## src/rtl/ser_word_collector.sv

```systemverilog
// ser_word_collector: packs the detector's serial payload into WIDTH-bit words.
// A single-entry output buffer presents each word with its bit length on a
// valid/ready port. frameDone pulses once per payload frame, and overflow is
// a sticky flag set when a completed word has to be dropped.
module ser_word_collector #(
  parameter int WIDTH = 8,
  parameter int LEN_W = 4
) (
  input  logic             clk,
  input  logic             rst,
  input  logic             Clk_EN,
  input  logic             serIn,
  input  logic             serInValid,
  input  logic             parReady,
  output logic [WIDTH-1:0] parOut,
  output logic [LEN_W-1:0] parLen,
  output logic             parValid,
  output logic             frameDone,
  output logic             overflow
);

  typedef enum logic {
    IDLE    = 1'b0,
    COLLECT = 1'b1
  } state_t;

  localparam logic [LEN_W-1:0] FULL_LEN = LEN_W'(WIDTH);

  state_t           state_p0;
  state_t           state_nxt;
  logic [WIDTH-1:0] shift_p0;
  logic [WIDTH-1:0] shift_nxt;
  logic [WIDTH-1:0] shifted;
  logic [LEN_W-1:0] cnt_p0;
  logic [LEN_W-1:0] cnt_nxt;
  logic [LEN_W-1:0] cnt_inc;
  logic             commit;
  logic [WIDTH-1:0] commit_word;
  logic [LEN_W-1:0] commit_len;
  logic             done_nxt;
  logic             load;

  assign shifted = {shift_p0[WIDTH-2:0], serIn};
  assign cnt_inc = cnt_p0 + LEN_W'(1);

  // Next-state logic: collection only advances on enabled edges
  always_comb begin
    state_nxt   = state_p0;
    shift_nxt   = shift_p0;
    cnt_nxt     = cnt_p0;
    commit      = 1'b0;
    commit_word = '0;
    commit_len  = '0;
    done_nxt    = 1'b0;
    if (Clk_EN) begin
      case (state_p0)
        IDLE: begin
          if (serInValid) begin
            shift_nxt = {{(WIDTH-1){1'b0}}, serIn};
            cnt_nxt   = LEN_W'(1);
            state_nxt = COLLECT;
          end
        end
        COLLECT: begin
          if (serInValid) begin
            if (cnt_inc == FULL_LEN) begin
              // Full word: hand it off and restart from an empty register
              commit      = 1'b1;
              commit_word = shifted;
              commit_len  = FULL_LEN;
              shift_nxt   = '0;
              cnt_nxt     = '0;
            end else begin
              shift_nxt = shifted;
              cnt_nxt   = cnt_inc;
            end
          end else begin
            // Frame end: flush any partial word (upper bits already zero)
            if (cnt_p0 != '0) begin
              commit      = 1'b1;
              commit_word = shift_p0;
              commit_len  = cnt_p0;
            end
            done_nxt  = 1'b1;
            shift_nxt = '0;
            cnt_nxt   = '0;
            state_nxt = IDLE;
          end
        end
        default: state_nxt = IDLE;
      endcase
    end
  end

  // A committed word enters the buffer if it is empty or being drained now
  assign load = commit & (~parValid | parReady);

  // ---- stage p0: collection state ----
  // Collection state register
  always_ff @(posedge clk) begin
    if (rst) begin
      state_p0 <= IDLE;
      shift_p0 <= '0;
      cnt_p0   <= '0;
    end else begin
      state_p0 <= state_nxt;
      shift_p0 <= shift_nxt;
      cnt_p0   <= cnt_nxt;
    end
  end

  // ---- stage p1: output buffer and status flags ----
  // Output buffer, frame-end pulse and sticky overflow
  always_ff @(posedge clk) begin
    if (rst) begin
      parOut    <= '0;
      parLen    <= '0;
      parValid  <= 1'b0;
      frameDone <= 1'b0;
      overflow  <= 1'b0;
    end else begin
      frameDone <= done_nxt;
      if (load) begin
        parOut   <= commit_word;
        parLen   <= commit_len;
        parValid <= 1'b1;
      end else if (parValid && parReady) begin
        parValid <= 1'b0;
      end
      if (commit && parValid && !parReady) begin
        overflow <= 1'b1;
      end
    end
  end

endmodule

```

## config.mk

```make
export PLATFORM = sky130hd
export DESIGN_NAME = ser_word_collector
export DESIGN_NICKNAME = d
export VERILOG_FILES = /design/src/rtl/ser_word_collector.sv
export SDC_FILE = /design/constraint.sdc
export NUM_CORES = 1
export LEC_CHECK = 0
export CAP_MARGIN = 20
export CORE_UTILIZATION = 47
export DETAILED_ROUTE_END_ITERATION = 8
export PLACE_DENSITY = 0.8
export REMOVE_ABC_BUFFERS = 1
export SLEW_MARGIN = 20
export SYNTH_ARGS = -nofsm -noshare
export SYNTH_HDL_FRONTEND = slang
export SYNTH_SLANG_ARGS = --single-unit
```

## constraint.sdc

```tcl
create_clock -name clk -period 2.05 [get_ports clk]
set_input_delay 0.205 -clock clk [delete_from_list [all_inputs] [get_ports clk]]
set_output_delay 0.205 -clock clk [all_outputs]
set_load 0.02 [all_outputs]
```

# After elaboration in Yosys (flattened, before gate mapping)
# Cells that the tools add are included.
[classes]
n_addsub = 1
eq_ne = 2
mux = 27
bitwise_logic = 5
reduce_logical = 8
[ops]
columns = ["cell", "count"]
rows = [
  ["two-way mux 8 bit", 8],
  ["two-way mux 4 bit", 8],
  ["case mux 8 bit (2 select lines)", 1],
  ["two-way mux 1 bit", 9],
  ["case mux 4 bit (2 select lines)", 1],
  ["adder 4 x 1 -> 4 bit, second input constant", 1],
  ["== test 4 bit, second input constant", 1],
  ["nonzero test 4 bit", 1],
  ["logical AND 1 bit", 3],
  ["NOT 1 bit", 3],
  ["OR reduction 3 bit", 1],
  ["inequality test 2 bit, second input constant", 1],
  ["AND reduction 2 bit", 1],
  ["nonzero test 2 bit", 1],
  ["bitwise AND 1 bit", 1],
  ["zero test 1 bit", 1],
  ["OR 1 bit", 1],
]
[totals]
ff_bits = 28
in_bits = 6
out_inout_bits = 15
word_cells = 51

# Depth between registers and ports, before layout
# Gate-level depths: netlist of run 1.
[logic_depth]
word_depth = 8
ltp_mapped = 7
ltp_nobuf = 6

# Least setup slack after synthesis of run 1
# No wires, ideal clock.
[synth_timing]
path_kind = "reg2reg"
from = "register cnt_p0[0]"
to = "register parLen[3]"
setup_ns = 0.121
arrival_time_ns = 1.784
required_ns = 1.929
path_slack_ns = 0.145
path_stages_with_launch = 7
path_buffers = 0
period_less_slack_ns = 1.905
cell_sequence = "dfxtp_1 > inv_1 > ha_1 > nor2b_1 > a221oi_4 > nand3_4 > mux2_4"
[synth_between]
elab_chain_len = 7
elab_cells_between_ends = 14
cone_classes = "1 x add/sub; 1 x eq/ne; 10 x mux; 1 x bitwise; 1 x reduce/logical"
[synth_lines]
columns = ["item", "line", "rtl"]
rows = [
  ["start, declared", "34", "logic [LEN_W-1:0] cnt_p0;"],
  ["start signal, assigned", "108", "cnt_p0 <= cnt_nxt;"],
  ["adder 4 x 1 -> 4 bit", "44", "assign cnt_inc = cnt_p0 + LEN_W'(1);"],
  ["== test 4 bit", "66", "if (cnt_inc == FULL_LEN) begin"],
  ["two-way mux 1 bit", "66", ""],
  ["two-way mux 1 bit", "65", "if (serInValid) begin"],
  ["two-way mux 1 bit", "56", "case (state_p0)"],
  ["two-way mux 1 bit", "55", "if (Clk_EN) begin"],
  ["bitwise AND 1 bit", "96", "assign load = commit & (~parValid | parReady);"],
  ["end signal, assigned", "125", "parLen <= commit_len;"],
  ["end, declared", "16", "output logic [LEN_W-1:0] parLen,"],
]
# Several ways; a longest one is shown, not always the timed one.
# A chain may end at the register's enable or synchronous reset.

# Final worst setup path of run 1
[layout_timing]
from = "register cnt_p0[1]"
to = "register parOut[2]"
[layout_between]
elab_chain_len = 7
elab_cells_between_ends = 14
cone_classes = "1 x add/sub; 1 x eq/ne; 10 x mux; 1 x bitwise; 1 x reduce/logical"
[layout_lines]
columns = ["item", "line", "rtl"]
rows = [
  ["adder 4 x 1 -> 4 bit", "44", ""],
  ["== test 4 bit", "66", ""],
  ["two-way mux 1 bit", "66", ""],
  ["two-way mux 1 bit", "65", ""],
  ["two-way mux 1 bit", "56", ""],
  ["two-way mux 1 bit", "55", ""],
  ["bitwise AND 1 bit", "96", ""],
  ["end signal, assigned", "124", "parOut <= commit_word;"],
  ["end, declared", "15", "output logic [WIDTH-1:0] parOut,"],
]
# Several ways; a longest one is shown, not always the timed one.

==> reports/metrics.cfg, run 1 <==
[layout]
stdcell_count = 199
final_common_cell = dfxtp_1
num-nets-final = 177
area_delta_synth_final_pct = 18.7
antenna_cells = 0
finalInstanceArea_mm2 = 0.00166
seqCellArea_um2 = 561
final_cell_mix = dfxtp_1, clkdlybuf4s50_1, nand2_1
fillers = 249
multi_input_area_um2 = 738
layout-drive-gt1-share_pct = 14.3

[yosys]
synth_edf_count = 0
synth-compound-area-share_pct = 22.6
synth_xor_area_share_pct = 0
yosys.area_share.simple_pct = 19.4
syn_avg_cell_area_um2 = 9.43
async_flop_share_pct = 0
synth_flop_cell = dfxtp_1
synth.cell_area_mm2 = 0.00140
yosys.area_share.adder_pct = 1.79
synthMuxAreaShare_pct = 8.96
syn_inst = 148
ys_seq_area_share_pct = 40.1
synth_warnings = 0
yosys_register_bits = 28
synth_top_family_by_area = compound AO/OA/AOI/OAI gates
synth_cell_types = 42

[status]
status = finished, final reports clean

[global_route]
antenna_found_initial = 0
grt_max_degree = 22
track_usage_pct = 18.3
grt.overflow.total = 0
grt_pass1_wl_um = 4540
grt_pass1_vias = 1049

[die]
die_area_mm2 = 0.00319
start_util_pct = 50.2
coreArea_mm2 = 0.00278
die_y_um = 56.5
num_rows = 19
die_width_um = 56.5
io_pins = 21

[pwr]
vdd_ir_drop_max_v = 0.000458
swShare_pct = 22.9
p_per_area_mw_per_mm2 = 617
power_frac_clock_pct = 36.4
power_switching_w = 0.000234
seqPwrFrac_pct = 54.4
pwr-share-comb_pct = 9.2
total_power_w = 0.00102
leakagePower_nw = 0.626
internal-power_w = 0.000790

[timing]
skew_ns = 0.00355
drv_slew = 0
post-route-period-util_pct = 92.2
period_minus_slack_ns = 1.89
setup_viol = 0
grt_setup_unrepaired = false
finalHoldViolCount = 0
worst_pin_slew_ns = 0.598
fmax_ghz = 0.529
slew_headroom_pct = 60.1
finalSetupTns_ns = 0

[drt]
ant_nets = 0
drc = 0
drt_iter0_drc = 23
vias_per_cell = 5.83
post_drt_wl_per_cell_um = 14.2
vias = 1160
firstDrtPassIters = 4
routed_wl_um = 2820

[clock_network]
cts_resized = 0
clockRootBuffer = clkbuf_4
cts_sinks = 28
tritoncts = built
cts_made_buffers = 3
clk-insertion-delay-late_ns = 0.34
clockBufferDepth = 2
htreeDepth = 1
clk_pin_slew_ns = 0.16
cts_hold_buf = 0
postCtsSetupBuffers = 0

[hold_path]
hold_end = parOut[5]
hold_depth = 2
min_path_type = reg2reg
min_from = parOut[5]

[worst_setup_path]
cp_max_fo = 9
crit_required_ns = 2.32
crit_chain = inv_1 > ha_1 > nor2b_1 > a221oi_4 > buf_4 > a31oi_1 > a211oi_1
reg2reg_from = cnt_p0[1]
crit_buf_inv = 2
r2r_end = parOut[2]
worstRegToRegCells = 7
path_delay_family = compound AO/OA/AOI/OAI gates
critical_path_class = reg2reg
cp_slowest_cell = dfxtp_1
rrSetupSlack_ns = 0.16
end_kind = register
critPathLaunchType = register
slowest_delay_ns = 0.51
cp.arrival_ns = 2.16

[run]
maxCapViolations = 0

[placement]
dp_hpwl_um = 2090
place_congestion = 0.840
dp.cells = 195
dpl_cell_area_mm2 = 0.00160
portBuffers = 20

[worst reg2reg max path: cells and delay by family (launching register included)]
family | cells | cell delay (ns)
buffers and inverters | 2 | 0.30
DFF | 1 | 0.51
adders and majority gates | 1 | 0.19
and+or+nand+nor | 1 | 0.15
AOI/OAI and AO/OA | 3 | 0.67
[cell usage after synthesis (2+ instances only)]
master    number  share of area (%)
a31oi_1        7                3.1
nor2b_1        3                1.3
nand3_1        2               0.72
clkbuf_1       2               0.54
ha_1           2                1.8
buf_2          3                1.1
nand3b_1       3                1.6
inv_1          4                1.1
clkbuf_8       2                2.0
and3_1         2               0.90
a32oi_1        8                5.0
nand2b_1       2               0.90
nor2_1        12                3.2
buf_6          2                1.6
a211oi_1       7                3.8
mux2i_1       11                7.9
a21oi_1        6                2.2
dfxtp_1       28                 40
a21boi_0       3                1.6
a211o_1        2                1.3
nor3_1         3                1.1
nand2_1       14                3.8
[per-layer routing]
| layer | global-route usage (%) | routed length [µm] | vias to the layer above |
|---|---|---|---|
| met5 | 0 | 0 | - |
| met4 | 10.1 | 71 | 0 |
| met3 | 2.53 | 93 | 7 |
| met2 | 28.9 | 1310 | 29 |
| met1 | 23.8 | 1340 | 547 |
| li1 | - | - | 577 |
[power by group through the flow]
stage                      logic, W  clock network [W]  registers (W)
after global placement    0.0000904                  0       0.000568
after CTS                 0.0000933           0.000382       0.000557
after floorplan           0.0000410                  0       0.000571
after global routing       0.000100           0.000396       0.000558
final                     0.0000942           0.000373       0.000557
after detailed placement  0.0000931                  0       0.000569
[how the worst max path moves through the flow]
stage / startpoint / to / slack [ns] / depth (start not counted)
after floorplan: cnt_p0[0] / parLen[3] / 0.15 / 6
after global placement: serInValid / parOut[2] / 0.21 / 6
after detailed placement: serInValid / parLen[0] / 0.15 / 5
after CTS: cnt_p0[1] / parLen[0] / 0.14 / 6
after global routing: cnt_p0[1] / parOut[7] / 0.02 / 7
final: cnt_p0[1] / parOut[2] / 0.16 / 7
[kinds of logic (layout without fill, tap and decap cells)]
kind of cell,after synthesis,in the layout
simple gates,50,50
compound gates,41,41
flops,28,28
buf+inv,15,35
mux,12,12
fa+ha+maj,2,2
[metrics by stage]
stage / setup slack (ns) / utilization (%) / hold slack (ns)
3_3_place_gp: 0.211 / 57.7 / 0.453
2_1_floorplan: 0.145 / - / 0.274
6_report: 0.159 / 59.6 / 0.471
4_1_cts: 0.140 / 59.6 / 0.478
5_1_grt: 0.0175 / 59.6 / 0.498
3_5_place_dp: 0.152 / 57.7 / 0.458
[flip-flops by register name, summed over array words and instances, names as in the netlist]
register / flops
parOut: 8
shift_p0: 8
cnt_p0: 4
parLen: 4
frameDone: 1
overflow: 1
parValid: 1
state_p0: 1
[area by class of cell]
| type | instances | area share (%) |
|---|---|---|
| Multi-Input combinational cell | 105 | 44.5 |
| Sequential cell | 28 | 33.8 |
| Timing Repair Buffer | 27 | 15.2 |
| Tap cell | 31 | 2.34 |
| Clock inverter | 1 | 1.81 |
| Clock buffer | 3 | 1.36 |
| Inverter | 4 | 0.906 |
No activity file was read; power rests on OpenSTA's default activity.
==> run 2: changes to the inputs <==
SETUP_SLACK_MARGIN = 0.2   (was unset)
==> run 2 against run 1 <==
Against the previous run:
- final area rose by 0.98%
- final cell count did not move
- first-iteration DRC count rose by 39%
- highest routed layer unchanged
- global-route usage did not move
==> reports/metrics.cfg, run 2 (synthesis gave the netlist of run 1 again) <==
[timing]
setup_viol = 0  ; unchanged
post-route-period-util_pct = 89.8  ; -2.5 points
drv_slew = 0  ; unchanged
worst_pin_slew_ns = 0.594  ; -0.00352 ns
finalSetupTns_ns = 0  ; unchanged
grt_setup_unrepaired = true
slew_headroom_pct = 60.3  ; +0.24 points
fmax_ghz = 0.543  ; +2.8%
holdWs_ns = 0.474  ; +0.00323 ns
skew_ns = 0.00835  ; +0.00480 ns
period_minus_slack_ns = 1.84  ; -0.0508 ns
finalHoldViolCount = 0  ; unchanged

[pwr]
leakagePower_nw = 0.631  ; +0.77%
p_per_area_mw_per_mm2 = 612  ; -0.87%
seqPwrFrac_pct = 54.3  ; about the same
vdd_ir_drop_max_v = 0.000454  ; -0.83%
swShare_pct = 22.9  ; +0.081 points
internal-power_w = 0.000790  ; about the same
power_frac_clock_pct = 36.3  ; about the same
power_switching_w = 0.000235  ; +0.46%
pwr-share-comb_pct = 9.4  ; +0.2 points

[placement]
portBuffers = 20  ; unchanged
dp_hpwl_um = 2090  ; unchanged
place_congestion = 0.840  ; unchanged
dp.cells = 195  ; unchanged

[layout]
largestRegisters = parOut (8), shift_p0 (8)
post-route-util_pct = 60.2  ; +0.58 points
multi_input_area_um2 = 746  ; +1.0%
num-nets-final = 177  ; unchanged
stdcell_count = 199  ; unchanged
antenna_cells = 0  ; unchanged
layout-drive-gt1-share_pct = 15.5  ; +1.2 points
final_common_cell = dfxtp_1
area_delta_synth_final_pct = 19.9
fillers = 245  ; -1.6%
final_cell_mix = dfxtp_1, clkdlybuf4s50_1, nand2_1
seqCellArea_um2 = 566  ; +0.89%

[drt]
firstDrtPassIters = 4  ; unchanged
vias_per_cell = 5.91  ; +1.5%
drc = 0  ; unchanged
vias = 1177  ; +1.5%
ant_nets = 0  ; unchanged
post_drt_wl_per_cell_um = 14.7  ; +3.6%
routed_wl_um = 2920  ; +3.6%
drt_iter0_drc = 32  ; +39%

[die]
start_util_pct = 50.2  ; unchanged
coreArea_mm2 = 0.00278  ; unchanged
die_area_mm2 = 0.00319  ; unchanged
die_width_um = 56.5  ; unchanged
num_rows = 19  ; unchanged
io_pins = 21  ; unchanged
die_y_um = 56.5  ; unchanged

[worst_setup_path]
cp_max_fo = 8  ; -1
crit_required_ns = 2.30  ; -0.02 ns
cp.arrival_ns = 2.09  ; -0.07 ns
critPathLaunchType = register
rrSetupSlack_ns = 0.21  ; +0.05 ns
critical_path_class = reg2reg
end_kind = register

[clock_network]
cts_made_buffers = 3  ; unchanged
tritoncts = built
cts_sinks = 28  ; unchanged
clk-insertion-delay-late_ns = 0.34  ; about the same
clockRootBuffer = clkbuf_4
clk_pin_slew_ns = 0.16  ; about the same
clockBufferDepth = 2  ; unchanged
htreeDepth = 1  ; unchanged
cts_hold_buf = 0  ; unchanged
postCtsSetupBuffers = 0  ; unchanged

[hold_path]
min_path_type = reg2reg

[run]
maxCapViolations = 0  ; unchanged

[global_route]
antenna_found_initial = 0  ; unchanged
grt_pass1_wl_um = 4540  ; unchanged
grt_pass1_vias = 1049  ; unchanged
grt_max_degree = 22  ; unchanged
grt.overflow.total = 0  ; unchanged
track_usage_pct = 18.3  ; unchanged

[status]
status = finished, final reports clean

==> run 2: final timing paths <==
kind                  start        end  cells past startpoint
hold reg to reg   parOut[5]  parOut[5]                      2
hold / removal    parOut[5]  parOut[5]                      2
setup reg to reg  cnt_p0[0]  parOut[0]                      7
setup / recovery  cnt_p0[0]  parOut[0]                      7
==> run 2: worst max-delay path, stage by stage, from the launching register on <==
cell	delay, ns
dfxtp_2	0.38
inv_1	0.07
ha_1	0.20
nor2b_1	0.16
a221oi_4	0.38
buf_6	0.18
a31oi_1	0.10
a211oi_1	0.28
==> run 2: final cells by class <==
| cell class | count | area share (%) |
|---|---|---|
| Inverter | 4 | 0.897 |
| Clock buffer | 3 | 1.35 |
| Sequential cell | 28 | 33.8 |
| Timing Repair Buffer | 27 | 15.3 |
| Clock inverter | 1 | 1.79 |
| Tap cell | 31 | 2.32 |
| Multi-Input combinational cell | 105 | 44.5 |
==> run 2: per-stage QoR <==
stage | setup slack, ns | instance area [µm²] | power, W
after detailed placement | 0.152 | 1600 | 0.000662
final | 0.210 | 1670 | 0.00102
after global routing | 0.135 | 1670 | 0.00106
after global placement | 0.211 | 1600 | 0.000659
after floorplan | 0.145 | 1310 | 0.000612
after CTS | 0.222 | 1660 | 0.00103
==> run 2: per-layer routing <==
layer | vias to the layer above | routed length, µm | GRT usage [%]
met1 | 557 | 1310 | 23.8
met5 | - | 0 | 0
met3 | 7 | 113 | 2.53
li1 | 582 | - | -
met2 | 31 | 1420 | 28.9
met4 | 0 | 71 | 10.1
==> run 2: power groups by stage <==
| stage | combinational (W) | clock (W) | sequential, W |
|---|---|---|---|
| final | 0.0000967 | 0.000372 | 0.000556 |
| after detailed placement | 0.0000931 | 0 | 0.000569 |
| after global routing | 0.000103 | 0.000397 | 0.000557 |
| after floorplan | 0.0000410 | 0 | 0.000571 |
| after CTS | 0.0000933 | 0.000382 | 0.000557 |
| after global placement | 0.0000904 | 0 | 0.000568 |
==> run 2: what timing repair did <==
item,4_1_cts,5_1_grt
resized for setup,2,4
cloned,0,0
setup endpoints to repair,8,8
pin swaps,0,4
